`src/rtl/turfio_rxclk_ps_ctrl.sv`:
```
// RXCLK MMCM fine phase-shift controller.
// Owns MMCM reset, lock tracking and PSEN stepping.
`timescale 1ns/1ps
module turfio_rxclk_ps_ctrl #(
  parameter int PHASE_STEPS  = 672,
  parameter int RST_CYCLES   = 16,
  parameter int PS_TIMEOUT   = 63,
  parameter int LOCK_TIMEOUT = 65535
) (
  input  logic       ps_clk_i,
  input  logic       rst_i,
  input  logic       cmd_valid_i,
  output logic       cmd_ready_o,
  input  logic [1:0] cmd_op_i,
  input  logic [9:0] cmd_arg_i,
  output logic       mmcm_rst_o,
  input  logic       mmcm_locked_i,
  output logic       ps_en_o,
  input  logic       ps_done_i,
  output logic       busy_o,
  output logic       locked_o,
  output logic [9:0] phase_o,
  output logic       err_o,
  output logic [1:0] err_code_o
);

  localparam int CW = 17;

  localparam logic [1:0] OP_STEP = 2'b00;
  localparam logic [1:0] OP_GOTO = 2'b01;
  localparam logic [1:0] OP_MRST = 2'b10;

  localparam logic [1:0] E_PS   = 2'b01;
  localparam logic [1:0] E_LOCK = 2'b10;
  localparam logic [1:0] E_CMD  = 2'b11;

  typedef enum logic [2:0] {
    S_MRST,
    S_WAIT_LOCK,
    S_IDLE,
    S_PS_ISSUE,
    S_PS_WAIT
  } state_t;

  state_t state_q, state_d;

  logic [CW-1:0] cnt_q, cnt_d;
  logic [10:0]   rem_q, rem_d;
  logic          gap_q, gap_d;
  logic [9:0]    phase_q, phase_d;
  logic          err_q, err_d;
  logic [1:0]    err_code_q, err_code_d;
  logic          mmcm_rst_q, mmcm_rst_d;
  logic          ps_en_q, ps_en_d;
  logic          cmd_ready_q, cmd_ready_d;
  logic          busy_q, busy_d;

  (* ASYNC_REG = "TRUE" *) logic sync1_q;
  (* ASYNC_REG = "TRUE" *) logic sync2_q;
  logic sync1_d, sync2_d;

  logic        lock_s;
  logic        accept;
  logic [10:0] arg_ext;
  logic [10:0] ph_ext;
  logic [10:0] goto_rem;
  logic        goto_ok;
  logic [9:0]  phase_inc;

  assign lock_s  = sync2_q;
  assign accept  = cmd_valid_i & cmd_ready_q;
  assign arg_ext = {1'b0, cmd_arg_i};
  assign ph_ext  = {1'b0, phase_q};
  assign goto_ok = arg_ext < 11'(PHASE_STEPS);

  // Forward distance to the target, wrapping through zero.
  assign goto_rem = (arg_ext >= ph_ext)
                  ? (arg_ext - ph_ext)
                  : (arg_ext + 11'(PHASE_STEPS) - ph_ext);

  assign phase_inc = (phase_q == 10'(PHASE_STEPS - 1))
                   ? 10'd0
                   : phase_q + 10'd1;

  // Next-state, counters, phase tracking and error capture.
  always_comb begin
    state_d    = state_q;
    cnt_d      = cnt_q;
    rem_d      = rem_q;
    gap_d      = gap_q;
    phase_d    = phase_q;
    err_d      = err_q;
    err_code_d = err_code_q;
    sync1_d    = mmcm_locked_i;
    sync2_d    = sync1_q;

    if (accept) begin
      err_d      = 1'b0;
      err_code_d = 2'b00;
    end

    unique case (state_q)
      S_MRST: begin
        phase_d = 10'd0;
        rem_d   = 11'd0;
        gap_d   = 1'b0;
        if (cnt_q == CW'(RST_CYCLES - 1)) begin
          state_d = S_WAIT_LOCK;
          cnt_d   = '0;
        end else begin
          cnt_d = cnt_q + CW'(1);
        end
      end

      S_WAIT_LOCK: begin
        if (lock_s) begin
          state_d = S_IDLE;
          cnt_d   = '0;
        end else if (cnt_q == CW'(LOCK_TIMEOUT - 1)) begin
          err_d      = 1'b1;
          err_code_d = E_LOCK;
          state_d    = S_MRST;
          cnt_d      = '0;
        end else begin
          cnt_d = cnt_q + CW'(1);
        end
      end

      S_IDLE: begin
        if (!lock_s) begin
          err_d      = 1'b1;
          err_code_d = E_LOCK;
          state_d    = S_MRST;
          cnt_d      = '0;
        end else if (accept) begin
          unique case (1'b1)
            cmd_op_i == OP_STEP: begin
              rem_d = arg_ext;
              if (cmd_arg_i != 10'd0) begin
                state_d = S_PS_ISSUE;
              end
            end
            (cmd_op_i == OP_GOTO) && goto_ok: begin
              rem_d = goto_rem;
              if (goto_rem != 11'd0) begin
                state_d = S_PS_ISSUE;
              end
            end
            cmd_op_i == OP_MRST: begin
              state_d = S_MRST;
              cnt_d   = '0;
            end
            default: begin
              err_d      = 1'b1;
              err_code_d = E_CMD;
            end
          endcase
        end
      end

      S_PS_ISSUE: begin
        if (!lock_s) begin
          err_d      = 1'b1;
          err_code_d = E_LOCK;
          state_d    = S_MRST;
          cnt_d      = '0;
        end else begin
          state_d = S_PS_WAIT;
          cnt_d   = '0;
          gap_d   = 1'b0;
        end
      end

      S_PS_WAIT: begin
        if (!lock_s) begin
          err_d      = 1'b1;
          err_code_d = E_LOCK;
          state_d    = S_MRST;
          cnt_d      = '0;
        end else if (gap_q) begin
          // One idle cycle keeps PSEN two cycles clear of PSDONE.
          gap_d   = 1'b0;
          state_d = S_PS_ISSUE;
        end else if (ps_done_i) begin
          phase_d = phase_inc;
          rem_d   = rem_q - 11'd1;
          if (rem_q == 11'd1) begin
            state_d = S_IDLE;
          end else begin
            gap_d = 1'b1;
          end
        end else if (cnt_q == CW'(PS_TIMEOUT - 1)) begin
          err_d      = 1'b1;
          err_code_d = E_PS;
          state_d    = S_MRST;
          cnt_d      = '0;
        end else begin
          cnt_d = cnt_q + CW'(1);
        end
      end

      default: begin
        state_d = S_MRST;
        cnt_d   = '0;
      end
    endcase

    mmcm_rst_d  = (state_d == S_MRST);
    ps_en_d     = (state_d == S_PS_ISSUE);
    cmd_ready_d = (state_d == S_IDLE);
    busy_d      = (state_d != S_IDLE);
  end

  // State and registered outputs; reset lands in MRST.
  always_ff @(posedge ps_clk_i) begin
    if (rst_i) begin
      state_q     <= S_MRST;
      cnt_q       <= '0;
      rem_q       <= '0;
      gap_q       <= 1'b0;
      phase_q     <= '0;
      err_q       <= 1'b0;
      err_code_q  <= 2'b00;
      mmcm_rst_q  <= 1'b1;
      ps_en_q     <= 1'b0;
      cmd_ready_q <= 1'b0;
      busy_q      <= 1'b1;
      sync1_q     <= 1'b0;
      sync2_q     <= 1'b0;
    end else begin
      state_q     <= state_d;
      cnt_q       <= cnt_d;
      rem_q       <= rem_d;
      gap_q       <= gap_d;
      phase_q     <= phase_d;
      err_q       <= err_d;
      err_code_q  <= err_code_d;
      mmcm_rst_q  <= mmcm_rst_d;
      ps_en_q     <= ps_en_d;
      cmd_ready_q <= cmd_ready_d;
      busy_q      <= busy_d;
      sync1_q     <= sync1_d;
      sync2_q     <= sync2_d;
    end
  end

  assign cmd_ready_o = cmd_ready_q;
  assign mmcm_rst_o  = mmcm_rst_q;
  assign ps_en_o     = ps_en_q;
  assign busy_o      = busy_q;
  assign locked_o    = sync2_q;
  assign phase_o     = phase_q;
  assign err_o       = err_q;
  assign err_code_o  = err_code_q;

endmodule

```
`config.mk`:
```
export PLATFORM = sky130hd
export DESIGN_NAME = turfio_rxclk_ps_ctrl
export DESIGN_NICKNAME = d
export VERILOG_FILES = /design/src/rtl/turfio_rxclk_ps_ctrl.sv
export SDC_FILE = /design/constraint.sdc
export NUM_CORES = 1
export LEC_CHECK = 0
export CAP_MARGIN = 10
export CORE_ASPECT_RATIO = 0.6
export CORE_UTILIZATION = 55
export CTS_CLUSTER_SIZE = 24
export DETAILED_ROUTE_END_ITERATION = 6
export GPL_TIMING_DRIVEN = 0
export HOLD_SLACK_MARGIN = 0.02
export PLACE_DENSITY_LB_ADDON = 0.12
export SLEW_MARGIN = 20
export SYNTH_ARGS = -nofsm -noshare
export SYNTH_HDL_FRONTEND = slang
export SYNTH_SLANG_ARGS = --single-unit
```
`constraint.sdc`:
```
create_clock -name ps_clk_i -period 4.55 [get_ports ps_clk_i]
set_clock_uncertainty 0.15 [all_clocks]
set_input_delay 0.455 -clock ps_clk_i [delete_from_list [all_inputs] [get_ports ps_clk_i]]
set_output_delay 0.455 -clock ps_clk_i [all_outputs]
set_load 0.02 [all_outputs]
```
# ---- Word level (Yosys, flattened, before mapping)
# Index checks and enable logic that the tools add are counted.
dict set report op_classes {
  mul 0
  n_div 0
  addsub 6
  n_bitwise 1
  eq_ne 25
  n_shift 0
  mux 69
  n_reduce_logical 14
  magnitude_cmp 2
}
# cell count
set op_table {}
lappend op_table {{two-way mux 17 bit} 10}
lappend op_table {{case mux 17 bit (4 select lines)} 1}
lappend op_table {{two-way mux 11 bit} 6}
lappend op_table {{two-way mux 10 bit} 4}
lappend op_table {{two-way mux 3 bit} 13}
lappend op_table {{case mux 11 bit (3 select lines)} 1}
lappend op_table {{two-way mux 2 bit} 11}
lappend op_table {{case mux 11 bit (2 select lines)} 1}
lappend op_table {{case mux 10 bit (2 select lines)} 1}
lappend op_table {{adder 17 x 1 -> 17 bit, second input constant} 1}
lappend op_table {{== test 17 x 16 -> 1 bit, second input constant} 1}
lappend op_table {{== test 17 x 4 -> 1 bit, second input constant} 1}
lappend op_table {{== test 17 x 6 -> 1 bit, second input constant} 1}
lappend op_table {{two-way mux 1 bit} 16}
lappend op_table {{inequality test 3 bit, second input constant} 5}
lappend op_table {{case mux 3 bit (5 select lines)} 1}
lappend op_table {{== test 3 x 2 -> 1 bit, second input constant} 4}
lappend op_table {{inequality test 2 bit, second input constant} 6}
lappend op_table {{adder 10 x 10 -> 11 bit, second input constant} 1}
lappend op_table {{== test 11 x 1 -> 1 bit, second input constant} 1}
lappend op_table {{nonzero test 11 bit} 1}
lappend op_table {{subtractor 10 x 10 -> 11 bit} 1}
lappend op_table {{subtractor 11 x 1 -> 11 bit, second input constant} 1}
lappend op_table {{subtractor 11 x 10 -> 11 bit} 1}
lappend op_table {{other kinds (24)} 27}
dict set report totals {
  ram_bits 0
  reg_bits 51
  latchBits 0
  wordCells 130
  n_memories 0
  out_inout_bits 18
  romBits 0
}

# ---- Depth between registers and ports, before layout
# Gate-level depths: netlist of run 1.
dict set report logic_depth {
  ltp_word 10
  ltp_mapped 12
  depth_no_buf 12
}

# ---- Worst setup path after synthesis of run 1
# No wires, ideal clock.
dict set report synth_path {
  path_type {reg-to-reg}
  from {reg phase_q[1], in the netlist phase_o[1]}
  to {reg cmd_ready_q, in the netlist cmd_ready_o}
  arrival_time_ns 2.966
  slack_ns 1.376
  setup_time_ns 0.058
  required_time_ns 4.342
  path_stages_with_launch 12
  path_cell_list {dfxtp_1 -> inv_1 -> ha_1 -> ha_1 -> fa_1 -> a21o_1 -> a221oi_2 -> nor3_1 -> nor3_1 -> nand3_1 -> a2111oi_4 -> a31o_2}
}
dict set report synth_via {
  elab_chain_len 9
}
# item line
set synth_lines {}
lappend synth_lines {{from (decl)} 50} ;# logic [9:0] phase_q, phase_d;
lappend synth_lines {{from (signal assigned)} 235} ;# phase_q <= phase_d;
lappend synth_lines {{subtractor 11 x 10 -> 11 bit, or another cell as far along} 79} ;# : (arg_ext + 11'(PHASE_STEPS) - ph_ext);
lappend synth_lines {{two-way mux 11 bit *} 78} ;# ? (arg_ext - ph_ext)
lappend synth_lines {{nonzero test 11 bit *} 145} ;# if (goto_rem != 11'd0) begin
lappend synth_lines {{two-way mux 3 bit *} 145}
lappend synth_lines {{case mux 3 bit (3 select lines) *} 136} ;# unique case (1'b1)
lappend synth_lines {{two-way mux 3 bit *} 135} ;# end else if (accept) begin
lappend synth_lines {{two-way mux 3 bit *} 130} ;# if (!lock_s) begin
lappend synth_lines {{case mux 3 bit (5 select lines) *} 102} ;# unique case (state_q)
lappend synth_lines {{== test 3 x 2 -> 1 bit *} 210} ;# cmd_ready_d = (state_d == S_IDLE);
lappend synth_lines {{to (signal assigned)} 240} ;# cmd_ready_q <= cmd_ready_d;
lappend synth_lines {{to (decl)} 55} ;# logic cmd_ready_q, cmd_ready_d;
# Mark *: on every way between the ends. The rest lies on a longest branch, timed or not.
# A chain may end at the register's enable or synchronous reset.

# ---- Worst setup path after layout of run 1
dict set report layout_path {
  from {in cmd_arg_i[1]}
  to {reg busy_q, in the netlist busy_o}
}
dict set report layout_via {
  elab_chain_len 10
}
# item line
set layout_lines {}
lappend layout_lines {{from (decl)} 15} ;# input logic [9:0] cmd_arg_i,
lappend layout_lines {{adder 10 x 10 -> 11 bit} 79}
lappend layout_lines {{subtractor 11 x 10 -> 11 bit} 79}
lappend layout_lines {{two-way mux 11 bit} 78}
lappend layout_lines {{nonzero test 11 bit} 145}
lappend layout_lines {{two-way mux 3 bit} 145}
lappend layout_lines {{case mux 3 bit (3 select lines) *} 136}
lappend layout_lines {{two-way mux 3 bit *} 135}
lappend layout_lines {{two-way mux 3 bit *} 130}
lappend layout_lines {{case mux 3 bit (5 select lines) *} 102}
lappend layout_lines {{inequality test 3 x 2 -> 1 bit *} 211} ;# busy_d = (state_d != S_IDLE);
lappend layout_lines {{to (signal assigned)} 241} ;# busy_q <= busy_d;
lappend layout_lines {{to (decl)} 56} ;# logic busy_q, busy_d;
# Marked as above.

==> results of run 1 <==
==> cell type report <==
cell class,instances,area [µm²]
buffer,20,85.1
timing repair buffer,34,340
clock inverter,2,37.5
clock buffer,5,125
fill,666,2480
inverter,42,158
sequential,51,1020
multi-input combinational,468,3130
tap,104,130
==> cell usage in the layout, fill, tap and decap left out, drive strengths merged, types with 8 or more instances in the layout <==
cell type and n:
nor3 23, fa 8, clkdlybuf4s50 34, nor4 8, inv 42, ha 27, dfxtp 51, xnor2 13
nand3 23, nor2b 10, o21ai 40, nor2 50, clkbuf 18, nand2 56, a21oi 40, or3 10
a31oi 14, and3 16
==> how the worst min path moves through the flow <==
stage          slack [ns]  depth (start not counted)        to
2_1_floorplan        0.26                          1  locked_o
3_3_place_gp         0.27                          1  locked_o
3_5_place_dp         0.29                          1  locked_o
4_1_cts              0.31                          1  locked_o
5_1_grt              0.31                          1  locked_o
6_report             0.30                          1  locked_o
==> power groups by stage <==
stage,registers (mW),clock network (mW),logic (mW)
final,0.453,0.432,0.201
after global routing,0.453,0.448,0.218
after CTS,0.453,0.431,0.194
after detailed placement,0.463,0,0.193
after global placement,0.463,0,0.187
after floorplan,0.462,0,0.129
==> layer usage <==
layer / vias to the layer above / share of wire
li1: 2233 / -
met1: 2282 / 0.45
met2: 369 / 0.38
met3: 17 / 0.16
met4: 0 / 0.0082
met5: - / 0
==> cell families (layout without fill, tap and decap cells) <==
family | after synthesis | count (layout) | share of synthesized area
AND/OR/NAND/NOR | 234 | 234 | 0.272
multiplexers | 4 | 4 | 0.00939
flip-flops | 51 | 51 | 0.232
buffers and inverters | 62 | 103 | 0.0552
adder cells (fa/ha/maj) | 35 | 35 | 0.113
AO/OA/AOI/OAI | 177 | 177 | 0.282
XOR/XNOR | 18 | 18 | 0.0359
==> sequential cells by signal, summed over array words and instances (netlist names) <==
name and flops:
ps_en_o 1, cmd_ready_o 1, err_o 1, state_q 3, cnt_q 17, sync1_q 1
mmcm_rst_o 1, phase_o 10, busy_o 1, rem_q 11, err_code_o 2, locked_o 1
gap_q 1
==> critical path: cells and delay by family <==
family / cells / cell delay, ns
AOI/OAI and AO/OA: 4 / 1.41
adders and majority gates: 3 / 1.10
buffers and inverters: 1 / 0.57
and+or+nand+nor: 3 / 0.51
==> impl_metrics.tcl, run 1 <==
set metrics [dict create \
    hold_violations 0 \
    setup_violations 0 \
    crit_path_end_kind "register" \
    ys_top_cells_by_count "56 x nand2_1, 51 x dfxtp_1, 50 x nor2_1" \
    die_w_um 117 \
    min_from "sync1_q" \
    clk_transition_reported_paths_ns 0.07 \
    synth_area_leaders "dfxtp_1 23%, ha_1 7.7%, nand2_1 4.8%, a21oi_1 4.6%, nor2_1 4.3%" \
    drv_slew 0 \
    routed_via_density 6.75 \
    die_y_um 71.2 \
    diodes 0 \
    fp-row-count 24 \
    async_reset_ff_frac 0 \
    htreeDepth 2 \
    coreArea_um2 7510 \
    min_period_ns 4.04 \
    instances_no_fill 726 \
    cts_root_buf "clkbuf_16" \
    max_stage_delay_ns 0.57 \
    crit_path_start_kind "input port" \
    syn_area_um2 4400 \
    pwr-share-comb 0.185 \
    startpoint "cmd_arg_i[1]" \
    numPortBuffers 34 \
    top_usage_layer "met1" \
    place_area_um2 4870 \
    drc 0 \
    final_core_util 0.670 \
    routed_wirelength_mm 14.8 \
    design_area_um2 5030 \
    cts_sinks 51 \
    critPathKind "in -> reg" \
    grt_max_degree 16 \
    worst_path_max_delay_cell "clkdlybuf4s50_1" \
    netlist_instances 581 \
    leakage_nw 1.92 \
    max_freq_mhz 247 \
    yosys.area.top_type "dfxtp_1" \
    synth_ff_type "dfxtp_1" \
    met2_usage 0.483 \
    path_max_fanout 5 \
    drt-initial-drc-count 884 \
    grt_pass1_vias 4421 \
    cts_resized 0 \
    synth-edff-count 0 \
    tightest_slew_ns 0.757 \
    hpwl_mm 11.5 \
    worstHoldPathType "reg -> reg" \
    grtUsageMet1 0.527 \
    pin_count 35 \
    synth-seq-area-share 0.232 \
    synth_warnings 0 \
    switching_share 0.279 \
    yosysMostFrequentCell "nand2_1" \
    p_clk_frac 0.398 \
    r2r-start "phase_o[1]" \
    crit_path_end "busy_o" \
    syn_to_final_growth_pct 14.4 \
    arrival_ns 4.04 \
    ant_nets 0 \
    post_cts_buffers 0 \
    setup_slack_ns 0.508 \
    r2r_setup_slack_ns 0.78 \
    finalCritPeriodShare 0.888 \
    maxCapViolations 0 \
    cp.required_ns 4.55 \
    yosysUniqueCellTypes 77 \
    status "completed" \
    rr_worst_depth 11 \
    wire_per_inst_um 20.4 \
    synth.avg_cell_area_um2 7.57 \
    post-place-ws_ns 0.370 \
    max_slew_margin 0.496 \
    detail_route.first_pass.iterations 5 \
    grt_util_all_layers 0.352 \
    power_density_nw_per_um2 216 \
    cts_tree "done" \
    num_vias 4901 \
    hold-worst-slack_ns 0.300 \
    synth.top_cell.area_share 0.232 \
    cts_buffer_depth 2 \
    fin_nets 674 \
    fp.dieArea_um2 8360 \
    post_route_cells_drive_above_1_share 0.0531 \
    rsz0062_at_grt "false" \
    cp_cell_sequence "clkdlybuf4s50_1 > ha_1 > ha_1 > fa_1 > a21o_1 > a221oi_2 > nor3_1 > nor3_1 > nand3_1 > a2111oi_4 > a31oi_1" \
    grt_pass1_wl_mm 23.0 \
    synth_nets 633 \
    cts_hold_buf 0 \
    use_met3 0.123 \
    ir_worst_vdd_v 0.000182 \
    fin_setup_tns_ns 0 \
    cts_made_buffers 5 \
    antenna_found_initial 0 \
    initial_utilization 0.586 \
    pwr-share-seq 0.417 \
    clk_latency_ns 0.30 \
    gp_congestion 0.988 \
    globalRouteOverflowTotal 0 \
    reg2reg_to "busy_o" \
    internal_power_mw 0.783 \
    dp_cells 719 \
    total_power_mw 1.09 \
    synth-seq-cells 51 \
    p_switching_mw 0.304 \
]
Power figures use the tool's default switching activity.
==> run 2, diff against run 1 <==
- SLEW_MARGIN: 20 -> default
==> results of run 2 <==
No change in the layout: final DEF, timing and power equal those of run 1.
==> run 3, diff against run 2 <==
- CTS_BUF_LIST: default -> sky130_fd_sc_hd__clkbuf_8
==> run 3 against run 2 <==
  * Core utilization fell by 0.75 points
  * Critical path depth did not move
  * Sequential cell count did not move
  * Cell count did not move
  * Count of clock-buffer cells in the layout did not move
  * Final area fell by 1.1%
  * First-iteration DRC count fell by 17%
  * Routed wire length fell by 0.41%
  * Fmax barely moved
  * Largest power group unchanged
  * Total power fell by 9.9%
  * Non-clock buffer count did not move
  * Highest routed layer unchanged
  * Combinational power barely moved
==> impl_metrics.tcl, run 3 (synthesis gave the netlist of run 1 again) <==
set metrics [dict create \
    place_area_um2 4870 \
    fin_setup_tns_ns 0 \
    globalRouteOverflowTotal 0 \
    antenna_found_initial 0 \
    design_area_um2 4970 \
    drt-initial-drc-count 734 \
    min_path_cells 1 \
    cts_tree "done" \
    reg2reg_to "ps_en_o" \
    wire_per_inst_um 20.3 \
    pin_count 35 \
    fp-row-count 24 \
    grtUsageMet1 0.530 \
    routed_wirelength_mm 14.7 \
    hpwl_mm 11.5 \
    finalCritPeriodShare 0.888 \
    post_cts_buffers 0 \
    seq_area_um2 1020 \
    largest_reg_flops 17 \
    worstHoldPathType "reg -> reg" \
    htreeDepth 2 \
    layout_commonest_cell "nand2_1" \
    fin_nets 674 \
    path_max_fanout 5 \
    ir_worst_vdd_v 0.000131 \
    numPortBuffers 34 \
    grt_max_degree 16 \
    gp_congestion 0.988 \
    top_usage_layer "met1" \
    cp.required_ns 4.60 \
    multiInputGateArea_um2 3130 \
    ant_nets 0 \
    maxCapViolations 0 \
    worstHoldEndpoint "locked_o" \
    crit_path_start_kind "input port" \
    r2r-start "phase_o[4]" \
    initial_utilization 0.586 \
    clk_latency_ns 0.31 \
    grt_util_all_layers 0.351 \
    diodes 0 \
    max_slew_margin 0.491 \
    grt_pass1_vias 4398 \
    min_period_ns 4.04 \
    detail_route.first_pass.iterations 6 \
    post_route_cells_drive_above_1_share 0.0531 \
    fp.dieArea_um2 8360 \
    tightest_slew_ns 0.762 \
    die_y_um 71.2 \
    num_vias 4968 \
    rr_worst_depth 11 \
    drc 0 \
    cts_made_buffers 5 \
    use_met3 0.127 \
    crit_path_end_kind "register" \
    r2r_setup_slack_ns 0.74 \
    power_density_nw_per_um2 197 \
    setup_slack_ns 0.509 \
    largest_register "cnt_q" \
    critPathKind "in -> reg" \
    status "completed" \
    met2_usage 0.473 \
    setup_violations 0 \
    die_w_um 117 \
    grt_pass1_wl_mm 23.0 \
    post-place-ws_ns 0.370 \
    leakage_nw 1.89 \
    drv_slew 0 \
    hold_violations 0 \
    rsz0062_at_grt "false" \
    total_power_mw 0.978 \
    max_freq_mhz 247 \
    syn_to_final_growth_pct 13.1 \
    cts_sinks 51 \
    coreArea_um2 7510 \
    arrival_ns 4.09 \
    cts_buffer_depth 2 \
    cts_hold_buf 0 \
    clk_transition_reported_paths_ns 0.10 \
    min_from "sync1_q" \
    fill_cells 682 \
    routed_via_density 6.84 \
    mostFrequentLayoutCells "56 x nand2_1, 51 x dfxtp_1, 50 x nor2_1" \
    cts_resized 0 \
    cts_root_buf "clkbuf_8" \
]
==> run 3: how the worst max path moves through the flow <==
stage                       from           to  slack [ns]
detailed placement  cmd_arg_i[1]       busy_o        0.37
finish              cmd_arg_i[4]      ps_en_o        0.51
global placement    cmd_arg_i[1]       busy_o        0.45
CTS                 cmd_arg_i[1]       busy_o        0.67
global route        cmd_arg_i[1]       busy_o        0.43
floorplan             phase_o[1]  cmd_ready_o        1.38
==> run 3: metrics by stage <==
stage / util / hold slack (ns) / std cells
after floorplan: - / 0.264 / 581
after global placement: 0.648 / 0.271 / 719
after detailed placement: 0.648 / 0.290 / 719
after CTS: 0.662 / 0.312 / 726
after global routing: 0.662 / 0.315 / 726
final: 0.662 / 0.306 / 726
==> run 3: worst max-delay path: stages <==
cell             delay, ns
clkdlybuf4s50_1       0.58
ha_1                  0.23
inv_1                 0.06
fa_1                  0.60
inv_1                 0.08
o41ai_2               0.71
a311oi_1              0.24
xor2_1                0.19
o21ai_0               0.48
a2111oi_4             0.13
o41ai_1               0.33
==> run 3: cell type report <==
cell class / count / area share
plain buffers: 20 / 0.0171
repair buffers: 34 / 0.0684
clock inverters: 2 / 0.00755
flip-flops and latches: 51 / 0.205
multi-input cells: 468 / 0.630
inverters: 42 / 0.0317
clock buffers: 5 / 0.0138
well taps: 104 / 0.0262
==> run 3: where the power goes <==
group	leakage [nW]	switching, mW	internal, mW
registers	0.412	0.00391	0.449
logic	1.43	0.125	0.0770
clock network	0.0502	0.162	0.161
total	1.89	0.291	0.687
==> run 3: per-layer routing <==
metal | vias up | wire [µm]
li1 | 2237 | -
met1 | 2334 | 6660
met2 | 373 | 5520
met3 | 24 | 2400
met4 | 0 | 137
met5 | - | 0
